**src/rtl/fphub_divider_ctrl.sv**
```systemverilog
// fphub_divider_ctrl: sequences load/iterate/normalize strobes for the iterative FPHUB divider, with special-case bypass.
module fphub_divider_ctrl #(
  parameter int M = 23,
  parameter int E = 8,
  parameter int special_case = 7,
  parameter int ITERS = M + 2,
  localparam int SCW = $clog2(special_case),
  localparam int CW = $clog2(ITERS + 1)
) (
  input  logic           clk,
  input  logic           rst,
  input  logic           in_valid,
  output logic           in_ready,
  input  logic [SCW-1:0] x_sc,
  input  logic [SCW-1:0] y_sc,
  output logic           op_load,
  output logic [SCW-1:0] x_sc_q,
  output logic [SCW-1:0] y_sc_q,
  output logic           dp_load,
  output logic           dp_iter_en,
  output logic [CW-1:0]  iter_idx,
  output logic           dp_norm_en,
  output logic           sel_special,
  output logic           out_valid,
  input  logic           out_ready,
  output logic           busy
);
  if (ITERS < 1 || M < 1 || E < 1) begin : g_bad_params
    $error("fphub_divider_ctrl: ITERS, M and E must be >= 1");
  end
  typedef enum logic [2:0] {IDLE, LOAD, ITER, NORM, DONE} state_t;
  state_t state, state_n;
  logic [CW-1:0] cnt;
  logic special;
  assign special = |{x_sc, y_sc};
  assign in_ready = state == IDLE;
  assign op_load = in_valid & in_ready;
  assign dp_load = state == LOAD;
  assign dp_iter_en = state == ITER;
  assign dp_norm_en = state == NORM;
  assign out_valid = state == DONE;
  assign busy = state != IDLE;
  assign iter_idx = state == ITER ? cnt : '0;
  always_comb begin
    state_n = state == IDLE ? (op_load ? (special ? DONE : LOAD) : IDLE) :
              state == LOAD ? ITER :
              state == ITER ? (cnt == '0 ? NORM : ITER) :
              state == NORM ? DONE :
              (state == DONE && !out_ready) ? DONE : IDLE;
  end
  always_ff @(posedge clk) begin
    if (rst) begin
      state <= IDLE;
      cnt <= '0;
      x_sc_q <= '0;
      y_sc_q <= '0;
      sel_special <= 1'b0;
    end else begin
      state <= state_n;
      if (op_load) begin
        x_sc_q <= x_sc;
        y_sc_q <= y_sc;
        sel_special <= special;
      end
      if (state == LOAD) cnt <= CW'(ITERS - 1);
      else if (state == ITER && cnt != '0) cnt <= cnt - CW'(1);
    end
  end
endmodule

```
**config.mk**
```make
export PLATFORM = sky130hd
export DESIGN_NAME = fphub_divider_ctrl
export DESIGN_NICKNAME = d
export VERILOG_FILES = /design/src/rtl/fphub_divider_ctrl.sv
export SDC_FILE = /design/constraint.sdc
export NUM_CORES = 1
export LEC_CHECK = 0
export CORE_MARGIN = 4
export CORE_UTILIZATION = 44
export DETAILED_ROUTE_END_ITERATION = 10
export HOLD_SLACK_MARGIN = 0.12
export PLACE_DENSITY = 0.82
export SLEW_MARGIN = 10
export SYNTH_ARGS = -nofsm -noshare
export SYNTH_HDL_FRONTEND = slang
export SYNTH_SLANG_ARGS = --single-unit
```
**constraint.sdc**
```tcl
create_clock -name clk -period 2.8 [get_ports clk]
set_input_delay 0.28 -clock clk [delete_from_list [all_inputs] [get_ports clk]]
set_output_delay 0.28 -clock clk [all_outputs]
set_load 0.005 [all_outputs]
```
==> results_dict.tcl, run 1 <==
set metrics [dict create \
    die_x_um 47.7 \
    drv_slew 0 \
    nets 126 \
    p_per_area_nw_per_um2 407 \
    hp-class "reg2reg" \
    min_period_over_period 0.842 \
    synth.top_cell.area_share 0.432 \
    dr.pass1.iters 4 \
    rsz0062_at_grt "false" \
    synthTopCellsByArea "dfxtp_1 43%, a21oi_1 8.6%, nand2_1 6.5%" \
    power.leakage_nw 0.381 \
    grt_pass1_vias 615 \
    skew_ns 0.00540 \
    synthMuxAreaShare 0 \
    endpoint_kind "output pin" \
    reg2reg_to "cnt[3]" \
    netlist_area_um2 694 \
    rows 14 \
    crit_required_ns 2.52 \
    worst_slack_ns 0.443 \
    setup_viol 0 \
    ys_async_sr_fraction 0 \
    antenna_found_initial 0 \
    pre_cts_slack_ns 0.468 \
    portBuffers 28 \
    grt_max_degree 14 \
    max_slew.worst_pin.slew_ns 0.671 \
    synth_edf_count 0 \
    avgRoutedWirePerCell_um 11.9 \
    synth_simple_gate_area_frac 0.312 \
    whs_endpoint "y_sc_q[0]" \
    core_um2 1510 \
    numCtsBuffers 3 \
    start_kind "flop" \
    grt_pass1_wl_um 2450 \
    fin_crit_ns 2.36 \
    critPathMaxFanout 9 \
    yosysUniqueCellTypes 27 \
    synth_area_per_cell_um2 8.17 \
    dieHeight_um 47.7 \
    r2r_setup_slack_ns 1.05 \
    worstRegToRegCells 3 \
    maxCapViolCount 0 \
    synth_top_family_by_area "simple AND/OR/NAND/NOR gates" \
    hold_path_depth 2 \
    final_area_um2 1010 \
    cts_buffer_depth 2 \
    grt.total_usage 0.149 \
    path_clk_slew_ns 0.09 \
    timing.rr.start "state[1]" \
    ys.flop_type "dfxtp_1" \
    vias_per_cell 5.20 \
    drt_iter0_drc 4 \
    yosysTopAreaCell "dfxtp_1" \
    synth_xor_area_frac 0.0126 \
    seq_area_frac_synth 0.432 \
    num_antenna_cells 0 \
    wl_um 1550 \
    place.gp.congestion 0.738 \
    yosysMostFrequentCell "dfxtp_1" \
    finalHoldViolCount 0 \
    syn_inst 85 \
    syn-num-nets 96 \
    ant_nets 0 \
    synth-adder-area-share 0.0180 \
    cts_tree "yes" \
    cts_sinks 15 \
    fmax_mhz 424 \
    dp_hpwl_um 1210 \
    critPathKind "reg2out" \
    insertion_delay_ns 0.27 \
    hp-start "y_sc_q[0]" \
    areaGrowthSynthToFinish_pct 45.0 \
    power_uw 410 \
    maxSlewHeadroom 0.546 \
    io_pins 29 \
    drc 0 \
    post_cts_resized 0 \
    grt_overflow 0 \
    htree_levels 1 \
    synth-seq-cells 15 \
    vias 676 \
    synthTopCellsByCount "15 x dfxtp_1, 12 x a21oi_1, 12 x nand2_1" \
    cts_root_buf "clkbuf_4" \
    drive_gt1_frac 0.0526 \
    place_area_um2 981 \
    holdBufCountCts 0 \
    setup_tns_ns 0 \
    final_core_util 0.669 \
    synth_compound_area_frac 0.162 \
    vdd_drop_max_uv 303 \
    die_area_um2 2280 \
    cp.arrival_ns 2.08 \
    synth_warnings 0 \
    outcome "completed" \
    initial_core_util 0.461 \
    cts_setup_buffers 0 \
]
==> worst max path at each step <==
stage	cells past startpoint	start	end	slack [ns]
final	3	state[0]	op_load	0.44
after detailed placement	4	in_valid	op_load	0.47
after global placement	4	in_valid	op_load	0.47
after global routing	3	state[0]	op_load	0.34
after CTS	3	state[0]	op_load	0.43
after floorplan	3	state[1]	cnt[3]	1.32
==> flip-flops by register name, summed over array words and instances (netlist names) <==
| name | cells |
|---|---|
| cnt | 5 |
| state | 3 |
| x_sc_q | 3 |
| y_sc_q | 3 |
| sel_special | 1 |
==> kinds of logic (layout without fill, tap and decap cells) <==
kind of cell / after synthesis / in the layout
buffers and inverters: 11 / 40
flip-flops: 15 / 15
XOR/XNOR: 1 / 1
AND/OR/NAND/NOR: 37 / 37
AO/OA/AOI/OAI: 20 / 20
adder cells (fa/ha/maj): 1 / 1
==> stage by stage <==
step | hold WS, ns | cells
final | 0.464 | 130
after detailed placement | 0.451 | 126
after floorplan | 0.359 | 85
after global routing | 0.480 | 130
after CTS | 0.468 | 130
after global placement | 0.453 | 126
==> placed cells by master (no fill, tap or decap), types with 2 or more instances in the layout <==
| cell type | count |
|---|---|
| a21oi_1 | 12 |
| and2_1 | 3 |
| clkbuf_4 | 3 |
| clkdlybuf4s50_1 | 28 |
| dfxtp_1 | 15 |
| inv_1 | 7 |
| nand2_1 | 12 |
| nor2_1 | 4 |
| nor3_1 | 2 |
| nor4b_1 | 2 |
| o21ai_0 | 4 |
| or3_1 | 4 |
| or4_1 | 3 |
==> routing by layer <==
metal / up-vias / GRT usage / routed length, µm
met3: 0 / 0.0602 / 119
li1: 355 / - / -
met2: 22 / 0.235 / 691
met5: - / 0 / 0
met1: 299 / 0.185 / 734
met4: 0 / 0.0484 / 0
==> worst max-delay path, stage by stage, from the launching register on <==
cell and delay [ns]:
dfxtp_1 0.37, or4b_1 0.69, clkinv_1 0.21, clkdlybuf4s50_1 0.53
==> report_power, final <==
group | leakage (nW) | switching (mW) | internal (mW) | total (mW)
sequential | 0.122 | 0.00527 | 0.221 | 0.227
clock | 0.0150 | 0.0647 | 0.0551 | 0.120
combinational | 0.244 | 0.0246 | 0.0387 | 0.0633
total | 0.381 | 0.0946 | 0.315 | 0.410
==> final cells by class <==
class	instances	area (µm²)
Multi-Input combinational cell	59	350
Timing Repair Buffer	28	280
Clock buffer	4	26.3
Tap cell	16	20.0
Sequential cell	15	300
Inverter	8	30.0
Fill cell	148	499
(Power assumes the default switching activity.)
==> inputs of run 2 (changes only) <==
--- a/config.mk
+++ b/config.mk
@@ -6,10 +6,10 @@
 export NUM_CORES = 1
 export LEC_CHECK = 0
 export CORE_MARGIN = 4
-export CORE_UTILIZATION = 44
+export CORE_UTILIZATION = 40
 export DETAILED_ROUTE_END_ITERATION = 10
 export HOLD_SLACK_MARGIN = 0.12
-export PLACE_DENSITY = 0.82
+export PLACE_DENSITY = 0.76
 export SLEW_MARGIN = 10
 export SYNTH_ARGS = -nofsm -noshare
 export SYNTH_HDL_FRONTEND = slang
==> constraint.sdc (replaced) <==
create_clock -name clk -period 2.4 [get_ports clk]
set_input_delay 0.24 -clock clk [delete_from_list [all_inputs] [get_ports clk]]
set_output_delay 0.24 -clock clk [all_outputs]
set_load 0.005 [all_outputs]
==> results_dict.tcl, run 2 (synthesized netlist as in run 1, its figures left out) <==
set metrics [dict create \
    setup_viol 0 \
    core_um2 1580 \
    dp_hpwl_um 1180 \
    outcome "completed" \
    start_kind "flop" \
    layout_common_cells "28 x clkdlybuf4s50_1, 15 x dfxtp_1, 12 x a21oi_1, 12 x nand2_1, 7 x inv_1" \
    maxCapViolCount 0 \
    avgRoutedWirePerCell_um 11.8 \
    num-fill-cells 130 \
    finalHoldViolCount 0 \
    portBuffers 28 \
    crit_required_ns 2.16 \
    htree_levels 1 \
    numCtsBuffers 3 \
    power.leakage_nw 0.391 \
    drt_iter0_drc 4 \
    reg2reg_to "cnt[3]" \
    io_pins 29 \
    largest_reg_flops 5 \
    cts_tree "yes" \
    initial_core_util 0.440 \
    place_area_um2 988 \
    setup_tns_ns 0 \
    wl_um 1550 \
    drive_gt1_frac 0.0783 \
    endpoint_kind "output pin" \
    stdcell_count 131 \
    antenna_found_initial 0 \
    hp-start "y_sc_q[0]" \
    vdd_drop_max_uv 337 \
    numPlacedInstances 127 \
    cts_buffer_depth 2 \
    critPathMaxFanout 9 \
    p_per_area_nw_per_um2 481 \
    fmax_mhz 461 \
    regMostFlops "cnt" \
    grt.total_usage 0.132 \
    hold_path_depth 2 \
    final_common_cell "clkdlybuf4s50_1" \
    max_slew.worst_pin.slew_ns 0.743 \
    cts_root_buf "clkbuf_4" \
    num_antenna_cells 0 \
    place.gp.congestion 0.795 \
    rows 14 \
    drc 0 \
    r2r_setup_slack_ns 0.75 \
    whs_endpoint "y_sc_q[0]" \
    vias 688 \
    maxSlewHeadroom 0.498 \
    min_period_over_period 0.904 \
    worstRegToRegCells 3 \
    final_area_um2 1020 \
    nets 127 \
    vias_per_cell 5.25 \
    grt_pass1_wl_um 2560 \
    ant_nets 0 \
    fin_crit_ns 2.17 \
    timing.rr.start "state[1]" \
    die_area_um2 2470 \
    holdBufCountCts 0 \
    cts_sinks 15 \
    insertion_delay_ns 0.29 \
    hp-class "reg2reg" \
    grt_pass1_vias 627 \
    drv_slew 0 \
    rsz0062_at_grt "false" \
    areaGrowthSynthToFinish_pct 46.7 \
    grt_max_degree 14 \
    path_clk_slew_ns 0.10 \
    dr.pass1.iters 2 \
    critPathKind "reg2out" \
    die_x_um 49.7 \
    dieHeight_um 49.7 \
    cp.arrival_ns 1.93 \
    grt_overflow 0 \
    power_uw 490 \
    skew_ns 0.00748 \
]
run 2: power by group:
part	total [mW]	switching (mW)	internal (mW)
Clock	0.150	0.0877	0.0619
Sequential	0.264	0.00581	0.258
Combinational	0.0761	0.0293	0.0468
Total	0.490	0.123	0.367
run 2: layout make-up:
class                      count  area (µm²)  share of cell area
inverter                       8        30.0              0.0295
multi-input combinational     59         353               0.346
timing repair buffer          29         288               0.283
tap                           16        20.0              0.0197
clock inverter                 1        5.00             0.00491
sequential                    15         300               0.295
clock buffer                   3        22.5              0.0221
run 2: worst max-delay path, stage by stage (launching register included):
cell and delay [ns]:
dfxtp_1 0.38, or4b_1 0.56, clkinv_1 0.17, clkdlybuf4s50_1 0.53
run 2: routing by layer:
layer / wire, µm / global-route usage / up-vias
met3: 51 / 0.0120 / 0
li1: - / - / 357
met1: 726 / 0.168 / 313
met4: 0 / 0.0968 / 0
met2: 769 / 0.207 / 18
met5: 0 / 0 / -
run 2: how the worst max path moves through the flow:
stage              from           to  cells past startpoint
2_1_floorplan  state[1]       cnt[3]                      3
3_3_place_gp   in_valid      op_load                      4
3_5_place_dp   in_valid      op_load                      4
4_1_cts        state[1]  iter_idx[2]                      4
5_1_grt        state[1]  iter_idx[3]                      4
6_report       state[0]      op_load                      3
run 2: per-stage QoR:
stage                     utilization  hold WS (ns)  worst slack [ns]
after global placement          0.627         0.443             0.328
after global routing            0.646         0.488             0.114
after CTS                       0.644         0.463             0.133
after detailed placement        0.627         0.448             0.321
after floorplan                     -         0.319             0.925
final                           0.646         0.457             0.229
run 2: repair_timing:
action / 4_1_cts / 5_1_grt
buffers inserted: 0 / 0
setup endpoints to repair: 0 / 1
gates resized for setup: 0 / 1
